===== src/rtl/serial_magnitude_comparator.sv =====
// Serial unsigned magnitude comparator: walks two WIDTH-bit operands MSB-first, 2 bits per clock.
// Define SERIAL_CMP_EARLY_EXIT_EN to finish as soon as the first unequal slice is seen.

module two_bit_comparator (
   input  logic [1:0] a,
   input  logic [1:0] b,
   output logic       gt,
   output logic       lt,
   output logic       eq
);
   always_comb begin
      gt = (a[1] & ~b[1]) | (~(a[1] ^ b[1]) & a[0] & ~b[0]);
      lt = (~a[1] & b[1]) | (~(a[1] ^ b[1]) & ~a[0] & b[0]);
      eq = (a == b);
   end
endmodule

module serial_magnitude_comparator #(
   parameter int WIDTH = 8
) (
   input  logic             clk,
   input  logic             rst_n,
   input  logic             start,
   input  logic [WIDTH-1:0] a,
   input  logic [WIDTH-1:0] b,
   output logic             busy,
   output logic             done,
   output logic             a_gt_b,
   output logic             a_lt_b,
   output logic             a_eq_b
);
   localparam int N  = WIDTH / 2;
   localparam int CW = (N > 1) ? $clog2(N) : 1;

   typedef enum logic [1:0] {
      S_IDLE,
      S_RUN,
      S_DONE
   } state_t;

   state_t           state_q, state_d;
   logic [WIDTH-1:0] sa_q, sa_d;
   logic [WIDTH-1:0] sb_q, sb_d;
   logic [CW-1:0]    cnt_q, cnt_d;
   logic             decided_q, decided_d;
   logic             pend_gt_q, pend_gt_d;
   logic             pend_lt_q, pend_lt_d;
   logic             done_q, done_d;
   logic             gt_q, gt_d;
   logic             lt_q, lt_d;
   logic             eq_q, eq_d;

   logic             slice_gt, slice_lt, slice_eq;
   logic             fin_gt, fin_lt;
   logic             finish;

   two_bit_comparator u_slice (
      .a  (sa_q[WIDTH-1:WIDTH-2]),
      .b  (sb_q[WIDTH-1:WIDTH-2]),
      .gt (slice_gt),
      .lt (slice_lt),
      .eq (slice_eq)
   );

   // Once a slice has decided, the earlier verdict wins over everything below it.
   always_comb begin
      fin_gt = decided_q ? pend_gt_q : slice_gt;
      fin_lt = decided_q ? pend_lt_q : slice_lt;
`ifdef SERIAL_CMP_EARLY_EXIT_EN
      finish = (cnt_q == '0) | ~slice_eq;
`else
      finish = (cnt_q == '0);
`endif
   end

   always_comb begin
      state_d   = state_q;
      sa_d      = sa_q;
      sb_d      = sb_q;
      cnt_d     = cnt_q;
      decided_d = decided_q;
      pend_gt_d = pend_gt_q;
      pend_lt_d = pend_lt_q;
      done_d    = 1'b0;
      gt_d      = gt_q;
      lt_d      = lt_q;
      eq_d      = eq_q;

      unique case (state_q)
         S_IDLE: begin
            if (start) begin
               sa_d      = a;
               sb_d      = b;
               cnt_d     = CW'(N - 1);
               decided_d = 1'b0;
               pend_gt_d = 1'b0;
               pend_lt_d = 1'b0;
               state_d   = S_RUN;
            end
         end
         S_RUN: begin
            sa_d      = {sa_q[WIDTH-3:0], 2'b00};
            sb_d      = {sb_q[WIDTH-3:0], 2'b00};
            cnt_d     = cnt_q - 1'b1;
            decided_d = decided_q | ~slice_eq;
            pend_gt_d = fin_gt;
            pend_lt_d = fin_lt;
            // Outputs are loaded on the way into DONE so they are valid alongside the done pulse.
            if (finish) begin
               state_d = S_DONE;
               done_d  = 1'b1;
               gt_d    = fin_gt;
               lt_d    = fin_lt;
               eq_d    = ~fin_gt & ~fin_lt;
            end
         end
         S_DONE: begin
            state_d = S_IDLE;
         end
         default: begin
            state_d = S_IDLE;
         end
      endcase
   end

   always_ff @(posedge clk or negedge rst_n) begin
      if (!rst_n) begin
         state_q   <= S_IDLE;
         sa_q      <= '0;
         sb_q      <= '0;
         cnt_q     <= '0;
         decided_q <= 1'b0;
         pend_gt_q <= 1'b0;
         pend_lt_q <= 1'b0;
         done_q    <= 1'b0;
         gt_q      <= 1'b0;
         lt_q      <= 1'b0;
         eq_q      <= 1'b1;
      end else begin
         state_q   <= state_d;
         sa_q      <= sa_d;
         sb_q      <= sb_d;
         cnt_q     <= cnt_d;
         decided_q <= decided_d;
         pend_gt_q <= pend_gt_d;
         pend_lt_q <= pend_lt_d;
         done_q    <= done_d;
         gt_q      <= gt_d;
         lt_q      <= lt_d;
         eq_q      <= eq_d;
      end
   end

   assign busy   = (state_q == S_RUN);
   assign done   = done_q;
   assign a_gt_b = gt_q;
   assign a_lt_b = lt_q;
   assign a_eq_b = eq_q;

endmodule


===== config.mk =====
export PLATFORM = sky130hd
export DESIGN_NAME = serial_magnitude_comparator
export DESIGN_NICKNAME = d
export VERILOG_FILES = /design/src/rtl/serial_magnitude_comparator.sv
export SDC_FILE = /design/constraint.sdc
export NUM_CORES = 1
export LEC_CHECK = 0
export CAP_MARGIN = 20
export CORE_AREA = 2 2 44 62
export CTS_CLUSTER_SIZE = 12
export DETAILED_ROUTE_END_ITERATION = 10
export DIE_AREA = 0 0 46 64
export GPL_ROUTABILITY_DRIVEN = 0
export PLACE_DENSITY = 0.8
export SYNTH_ARGS = -nofsm -noshare
export SYNTH_HDL_FRONTEND = slang
export SYNTH_SLANG_ARGS = --single-unit

===== constraint.sdc =====
create_clock -name clk -period 2.2 [get_ports clk]
set_clock_uncertainty 0.05 [all_clocks]
set_input_delay 0.22 -clock clk [delete_from_list [all_inputs] [get_ports clk]]
set_output_delay 0.22 -clock clk [all_outputs]
set_load 0.01 [all_outputs]

### Yosys cells after proc, flatten, opt, wreduce, memory -nomap -nowiden

Cells that the tools add are included.

| word-level totals | value |
|---|---|
| flip-flop bits (word level) | 27 |
| latch bits | 0 |
| RAM bits | 0 |
| memory bits (read-only) | 0 |
| output and inout bits | 5 |
| logic and storage cells | 58 |
| memories kept | 0 |

| operators by class | value |
|---|---|
| $add $sub $neg | 1 |
| multiply operators | 0 |
| div/mod/pow operators | 0 |
| magnitude comparators | 0 |
| equal/unequal tests | 4 |
| shifts and indexed selects | 0 |
| muxes and demuxes | 17 |
| bitwise logic cells | 19 |
| reduce and logical (&&, ||, !) cells | 6 |

Operator list:

| cell | number |
|---|---|
| $pmux 8 s2 | 2 |
| $mux 8 | 2 |
| $not 1->1 | 8 |
| $pmux 2 s2 | 2 |
| $and 1x1->1 | 7 |
| $mux 2 | 3 |
| $pmux 1 s2 | 3 |
| $reduce_and 2->1 | 3 |
| $mux 1 | 5 |
| $logic_not 2->1 | 2 |
| $or 1x1->1 | 3 |
| $eq 2x1->1 const B | 1 |
| $eq 2x2->1 | 1 |
| $ne 2x1->1 const B | 1 |
| $ne 2x2->1 const B | 1 |
| $reduce_bool 2->1 | 1 |
| $sub 2x1->2 const B | 1 |
| $xor 1x1->1 | 1 |

### Longest topological paths before layout

| depth | value |
|---|---|
| depth after elaboration | 8 |
| depth in mapped cells | 5 |
| gate-level depth less buffers | 5 |

### Hierarchy

From an unflattened synthesis, not the netlist that was laid out.

| unflattened totals | value |
|---|---|
| cell total of the unflattened synthesis | 135 |
| area total of the unflattened synthesis | 1,322.5 µm² |

By module, submodules not included:

| module | instances | cells each | area an instance (µm²) | sequential area each (µm²) |
|---|---|---|---|---|
| serial_magnitude_comparator | 1 | 125 | 1,251.2 | 676.9 |
| two_bit_comparator | 1 | 10 | 71.3 | 0.0 |

### Least setup slack after synthesis

Ideal clock, no wire load.

| timing path | value |
|---|---|
| path kind | register to register |
| start | reg sa_q[7] |
| end | reg eq_q, in the netlist a_eq_b |
| library setup time | 0.078 ns |
| data arrival time | 1.102 ns |
| required time | 2.072 ns |
| path slack | 0.970 ns |
| cell stages (with the launch flop) | 6 |
| buffers on the path | 0 |
| clock period less this slack | 1.230 ns |
| cell sequence | dfrtp_1 inv_1 ha_1 nand3b_1 o2bb2ai_1 a31o_1 |

| between the ends | value |
|---|---|
| longest elaborated chain between the ends | 8 |
| elaborated cells between the ends (all ways) | 16 |
| those cells by class | mux: 2; bitwise: 14 |

RTL lines:

| element | line | text |
|---|---|---|
| start, declared | 42 | `logic [WIDTH-1:0] sa_q, sa_d;` |
| start signal, assigned | 129 | `sa_q <= '0;` |
| start signal, assigned | 141 | `sa_q <= sa_d;` |
| $xor 1x1->1 | 12, 13 |  |
| $not 1->1 | 12, 13 |  |
| $and 1x1->1 (on tied branches) (2 in a row) | 12, 13 |  |
| $or 1x1->1 (on tied branches) | 12, 13 |  |
| $mux 1 (on tied branches) | 67, 68 |  |
| $not 1->1 | 114 | `eq_d = ~fin_gt & ~fin_lt;` |
| $and 1x1->1 * | 114 |  |
| end signal, assigned | 150 | `eq_q <= eq_d;` |
| end, declared | 51 | `logic eq_q, eq_d;` |

Every way passes the cells marked *; elsewhere a longest branch is shown, timed or not.
A chain may end at the register's enable or synchronous reset.

### Worst setup path in the final report

| timing path | value |
|---|---|
| start | reg state_q[1] |
| end | out busy |

| between the ends | value |
|---|---|
| longest elaborated chain between the ends | 1 |

RTL lines:

| element | line | text |
|---|---|---|
| start, declared | 41 | `state_t state_q, state_d;` |
| start signal, assigned | 140 | `state_q <= state_d;` |
| $eq 2x1->1 | 154 | `assign busy = (state_q == S_RUN);` |
| end, declared | 26 | `output logic busy,` |

No other way between the ends.

==> results.py <==
metrics = {
    "run_status": {
        "status": "finished clean",
    },
    "timing": {
        "finalCritPeriodShare": 0.903,
        "maxSlewHeadroom": 0.689,
        "drv_slew": 0,
        "layout_min_cycle_time_ns": 1.99,
        "fmax_ghz": 0.503,
        "rsz0062_at_grt": "no",
        "tightest_slew_ns": 0.466,
        "setup_violations": 0,
        "finalHoldViolCount": 0,
        "layout_setup_ws_ns": 0.214,
        "tns_ns": 0,
    },
    "grt": {
        "grt_first_pass_wirelength_um": 4330,
        "grt_util_all_layers": 0.195,
        "antenna_found_initial": 0,
        "grt_max_degree": 28,
        "grt_overflow": 0,
        "grt_pass1_vias": 1007,
    },
    "die": {
        "die_h_um": 64,
        "die_area_sq_um": 2940,
        "start_util": 0.526,
        "num_rows": 21,
        "ios": 24,
        "core_area_sq_um": 2360,
        "die_x_um": 46,
    },
    "clock_network": {
        "root_buffer": "clkbuf_4",
        "cts_made_buffers": 3,
        "cts.path.max_buffers": 2,
        "path_clk_slew_ns": 0.14,
        "cts_hold_buf": 0,
        "cts_sinks": 27,
        "postCtsSetupRepairBufs": 0,
        "h-tree-depth": 1,
        "clock_latency_ns": 0.31,
        "cts.repair.resized": 0,
        "cts_tree": "yes",
    },
    "synth": {
        "yosysTopAreaCell": "dfrtp_1",
        "netlist_instances": 121,
        "synth_area_sq_um": 1240,
        "yosys_warnings": 0,
        "syn_area_per_cell_sq_um": 10.3,
        "yosysTopAreaCellShare": 0.523,
        "synthesis.nets": 143,
        "synth.yosys.seq_area_share": 0.544,
        "synth_cell_types": 29,
        "synth_area_leaders": "dfrtp_1, nand2_1, a31oi_1, o2bb2ai_1, o22ai_1",
        "yosys_register_bits": 27,
    },
    "power": {
        "p_clk_frac": 0.103,
        "ir_drop_mv": 0.771,
        "internal_power_mw": 1.22,
        "comb_power_share": 0.453,
        "p_leak_nw": 0.690,
        "p_per_area_nw_per_um2": 1320,
        "p_sw_mw": 0.791,
        "power.share.switching": 0.394,
        "power.share.sequential": 0.444,
        "power_mw": 2.01,
    },
    "routing": {
        "wl_per_cell_um": 14.5,
        "num_vias": 982,
        "via_per_inst": 5.78,
        "drtIter0Drc": 25,
        "postRouteAntennaNets": 0,
        "drc_errors": 0,
        "first_pass_iters": 4,
        "drt-total-wl_um": 2460,
    },
    "critical_path": {
        "cp.required_ns": 1.93,
        "worstPathMaxFanout": 8,
        "critPathTopFamily": "buffers and inverters",
        "slowest_stage": "clkdlybuf4s50_1",
        "cp-start-kind": "flip-flop",
        "critPathArrivalTime_ns": 1.72,
        "slowest_delay_ns": 0.56,
        "crit_buf_inv": 2,
        "crit_chain": "nand2b_2 > inv_2 > clkdlybuf4s50_1",
        "endpoint_kind": "output port",
        "crit_type": "flip-flop to output port",
    },
    "placement": {
        "dpl.hpwl_um": 1840,
        "pre_cts_ws_ns": 0.575,
        "portBuffers": 23,
    },
    "cells_and_area": {
        "nNetsFinal": 170,
        "antennaDiodeCount": 0,
        "layout-drive-gt1-share": 0.0952,
        "fillers": 196,
        "ff_latch_area_sq_um": 677,
        "multi_input_comb_area_sq_um": 499,
        "area_growth_pct": 22.2,
    },
    "run": {
        "drv_cap": 0,
    },
    "worst_hold_path": {
        "hold_path_class": "input pin to async pin",
    },
}
-- worst register-to-register path, delay by kind of cell (launching register included) --
kind               cells  cell delay [ns]
DFF                    1             0.48
AOI/OAI and AO/OA      1             0.22
and+or+nand+nor        2             0.61
-- power groups by stage --
stage / combinational, mW / sequential, mW / clock (mW)
final: 0.911 / 0.891 / 0.206
after global routing: 1.04 / 0.914 / 0.238
after CTS: 0.923 / 0.890 / 0.215
after detailed placement: 0.918 / 0.902 / 0
after global placement: 0.882 / 0.888 / 0
after floorplan: 0.666 / 0.866 / 0
-- layout make-up --
class / count / area share
multi-input combinational: 80 / 0.328
timing repair buffer: 26 / 0.166
inverter: 10 / 0.0247
clock buffer: 4 / 0.0173
tap: 23 / 0.0189
sequential: 27 / 0.445
-- state kept, by name, indices dropped and copies added (netlist names) --
signal     flops
sa_q           8
sb_q           8
cnt_q          2
state_q        2
a_eq_b         1
a_gt_b         1
a_lt_b         1
decided_q      1
done           1
pend_gt_q      1
pend_lt_q      1
-- placed cells by master (no fill, tap or decap), types with 2 or more instances in the layout --
cell / count
a21oi_1: 7
o2bb2ai_1: 6
clkbuf_4: 3
a22o_2: 2
ha_1: 3
clkdlybuf4s50_1: 23
o21ai_0: 3
a31oi_1: 9
dfrtp_1: 26
buf_4: 3
o22ai_1: 7
nand2_1: 18
inv_1: 9
nor2_1: 10
nand3b_1: 3
-- per-layer routing --
layer  global-route usage  vias up  part of all wire
met3               0.0254        4             0.043
met1                0.255      465              0.43
met4               0.0786        0             0.011
li1                     -      477                 -
met5                    0        -                 0
met2                0.314       36              0.52
-- cells by family (layout without fill, tap and decap cells) --
logic type | count (synthesis) | count (layout) | share of synthesized area
AO/OA/AOI/OAI | 38 | 38 | 0.204
XOR/XNOR | 1 | 1 | 0.00704
adder cells (fa/ha/maj) | 3 | 3 | 0.0302
AND/OR/NAND/NOR | 38 | 38 | 0.160
buffers and inverters | 14 | 40 | 0.0553
flip-flops | 27 | 27 | 0.544
-- Yosys cell counts --
cell type / count
dfrtp_1: 26
nand2_1: 18
nor2_1: 10
a31oi_1: 9
inv_1: 9
a21oi_1: 7
o22ai_1: 7
o2bb2ai_1: 6
ha_1: 3
nand3b_1: 3
o21ai_0: 3
a22o_2: 2
buf_4: 2
a22oi_1: 1
a31o_1: 1
a32o_1: 1
and2_0: 1
and2_1: 1
and2b_1: 1
and2b_2: 1
buf_2: 1
buf_6: 1
dfstp_2: 1
inv_2: 1
nand2b_2: 1
nand2b_4: 1
nor2_8: 1
o21ai_1: 1
xnor2_1: 1
-- worst paths after layout --
path,slack (ns),endpoint,cells after the start,start
setup / recovery,0.21,busy,3,state_q[1]
hold / removal,0.21,pend_lt_q,2,rst_n
setup reg to reg,0.74,sa_q[1],3,state_q[1]
hold reg to reg,0.44,a_lt_b,2,a_lt_b
max in group asynchronous,1.59,a_eq_b,2,rst_n
min in group clk,0.40,sb_q[3],3,b[3]
-- stage by stage --
step | cell area (sq um) | utilization | instances | hold slack [ns]
after global placement | 1500 | 0.632 | 166 | 0.412
after global routing | 1520 | 0.643 | 170 | 0.222
final | 1520 | 0.643 | 170 | 0.207
after CTS | 1520 | 0.643 | 170 | 0.211
after detailed placement | 1500 | 0.632 | 166 | 0.421
after floorplan | 1240 | - | 121 | -0.126
Note: power is estimated with default switching activity, not from simulation.
==> edit: new RTL, same flow settings <==
Put one more register stage on the output `a_eq_b`. The value now appears one clock later. The other outputs are not delayed to match.
--- a/src/rtl/serial_magnitude_comparator.sv
+++ b/src/rtl/serial_magnitude_comparator.sv
@@ -155,7 +155,9 @@
    assign done   = done_q;
    assign a_gt_b = gt_q;
    assign a_lt_b = lt_q;
-   assign a_eq_b = eq_q;
+   always_ff @(posedge clk) begin
+      a_eq_b <= eq_q;
+   end
 
 endmodule
 
Behaviour: not the same (Yosys sat finds a counterexample within 10 cycles, from zero or initial values and one cycle with rst_n low).
==> edit against the unedited design <==
Area after synthesis up 0.70%. Register-to-register slack better by 0.08 ns. Final area grew 1.5%. Synthesized cell count is 4.1% higher. Worst setup slack improved by 0.084 ns. Sequential cell count rose by 1. Critical path type unchanged. Power up 6.6%. Hold slack worse by 0.0025 ns. First-iteration DRC count is 36% lower. Die area is the same. Clock power is 62% higher. Wire length decreased by 2.1%.
==> edit: results (changes against the unedited design) <==
outcome:
  status: "complete, no violations"
critical_path:
  arrival_ns: 1.63  # -0.09 ns
  cp_max_fo: 6  # -2
  reg2reg_from: "sb_q[7]"
  crit_family: "buffers and inverters"
  slowest_delay_ns: 0.54  # -0.02 ns
pwr:
  p_leak_nw: 0.7156  # +3.6%
  irDropWorstVdd_mv: 0.6270  # -19%
logic_synthesis:
  synthTopCellsByArea: "dfrtp_1 52%, nand2_1 7.8%, a31oi_1 6.5%"
  ys_top_cells_by_count: "26 x dfrtp_1, 26 x nand2_1, 14 x nor2_1"
  muxShareOfSynthArea_pct: 0  # unchanged
  synth-adder-area-share_pct: 2.994  # -0.021 points
  yosysUniqueCellTypes: 27  # -6.9%
  synth_compound_area_share_pct: 16.27  # -4.1 points
  async_flop_share_pct: 96.43  # -3.6 points
  ys.flop_type: "dfrtp_1"
  syn_nets: 148  # +3.5%
  synth_xor_area_share_pct: 0.6986  # -0.0049 points
  yosys_warnings: 0  # unchanged
  synth-seq-area-share_pct: 55.59  # +1.2 points
final_layout:
  drive_above_1_share_pct: 6.667  # -2.9 points
  fin_nets: 173  # +1.8%
  reg_top3: "sa_q x8, sb_q x8"
  n_antenna_cell: 0  # unchanged
clock_network:
  cts.clk_slew.worst_paths_ns: 0.15
  clk_latency_ns: 0.32
  cts_max_path_buffers: 2  # unchanged
  postCtsHoldBufs: 0  # unchanged
  cts_root_buf: "clkbuf_4"
grt:
  grt_max_degree: 28  # unchanged
  grt_pass1_wl_microns: 4146  # -4.2%
  track_usage_pct: 18.81  # -0.68 points
  grt_pass1_vias: 1013  # +0.60%
placement:
  io_buffers: 23  # unchanged
  post_dp_cell_area_sq_um: 1491  # -0.25%
  dp_hpwl_microns: 1769  # -3.6%
  place_worst_setup_slack_ns: 0.5889  # +0.01393 ns
detailed_routing:
  post_drt_via_cell_ratio: 5.763  # -0.23%
  routed_wl_microns: 2412  # -2.1%
  drt_iter0_drc: 16  # -36%
  drt_first_pass_iters: 4  # unchanged
timing:
  worst_pin_slew_ns: 0.4666  # +0.0007725 ns
floorplan:
  die_x_microns: 46  # unchanged
min_path:
  min_path_type: "primary input to asynchronous set/reset pin"
[edit: cell count changes after synthesis, sizes merged, moves of 4 or more]
cell,before,now
a21oi,7,3
a31oi,9,13
nand2,18,26
nor2,11,15
o22ai,7,0
[edit: power by group]
part	internal [W]	switching, W
clock	0.000184	0.000150
sequential	0.000747	0.000154
combinational	0.000408	0.000498
[edit: cells by family after synthesis]
family | Yosys count
and+or+nand+nor | 50
AOI/OAI and AO/OA | 30
DFF | 28
buffers and inverters | 14
adders and majority gates | 3
xor gates and xnor gates | 1
[edit: final timing paths]
check,to,slack (ns),depth (start not counted)
setup / recovery,busy,0.30,3
hold / removal,a_lt_b,0.20,2
setup reg to reg,eq_q,0.82,4
hold reg to reg,a_eq_b,0.36,0
max in group asynchronous,eq_q,1.60,2
min in group clk,a_eq_b,0.36,0
[edit: final cells by class]
| class | count | area [sq um] |
|---|---|---|
| inverter | 9 | 36.28 |
| fill | 197 | 820.8 |
| timing repair buffer | 25 | 245.2 |
| clock buffer | 3 | 22.52 |
| tap | 23 | 28.78 |
| multi-input combinational | 84 | 484.2 |
| sequential | 28 | 696.9 |
| clock inverter | 1 | 30.03 |
[edit: metal layers]
metal	track usage, %	vias to the layer above	routed length [microns]
met5	0	-	0
met4	8.929	0	60
met3	2.542	6	110
met2	31.60	27	1292
met1	22.51	487	948
li1	-	477	-
[edit: through the flow]
| stage | power [W] | std cells |
|---|---|---|
| after floorplan | 0.001554 | 126 |
| after global placement | 0.001775 | 169 |
| after detailed placement | 0.001826 | 169 |
| after CTS | 0.002162 | 173 |
| after global routing | 0.002323 | 173 |
| final | 0.002141 | 173 |
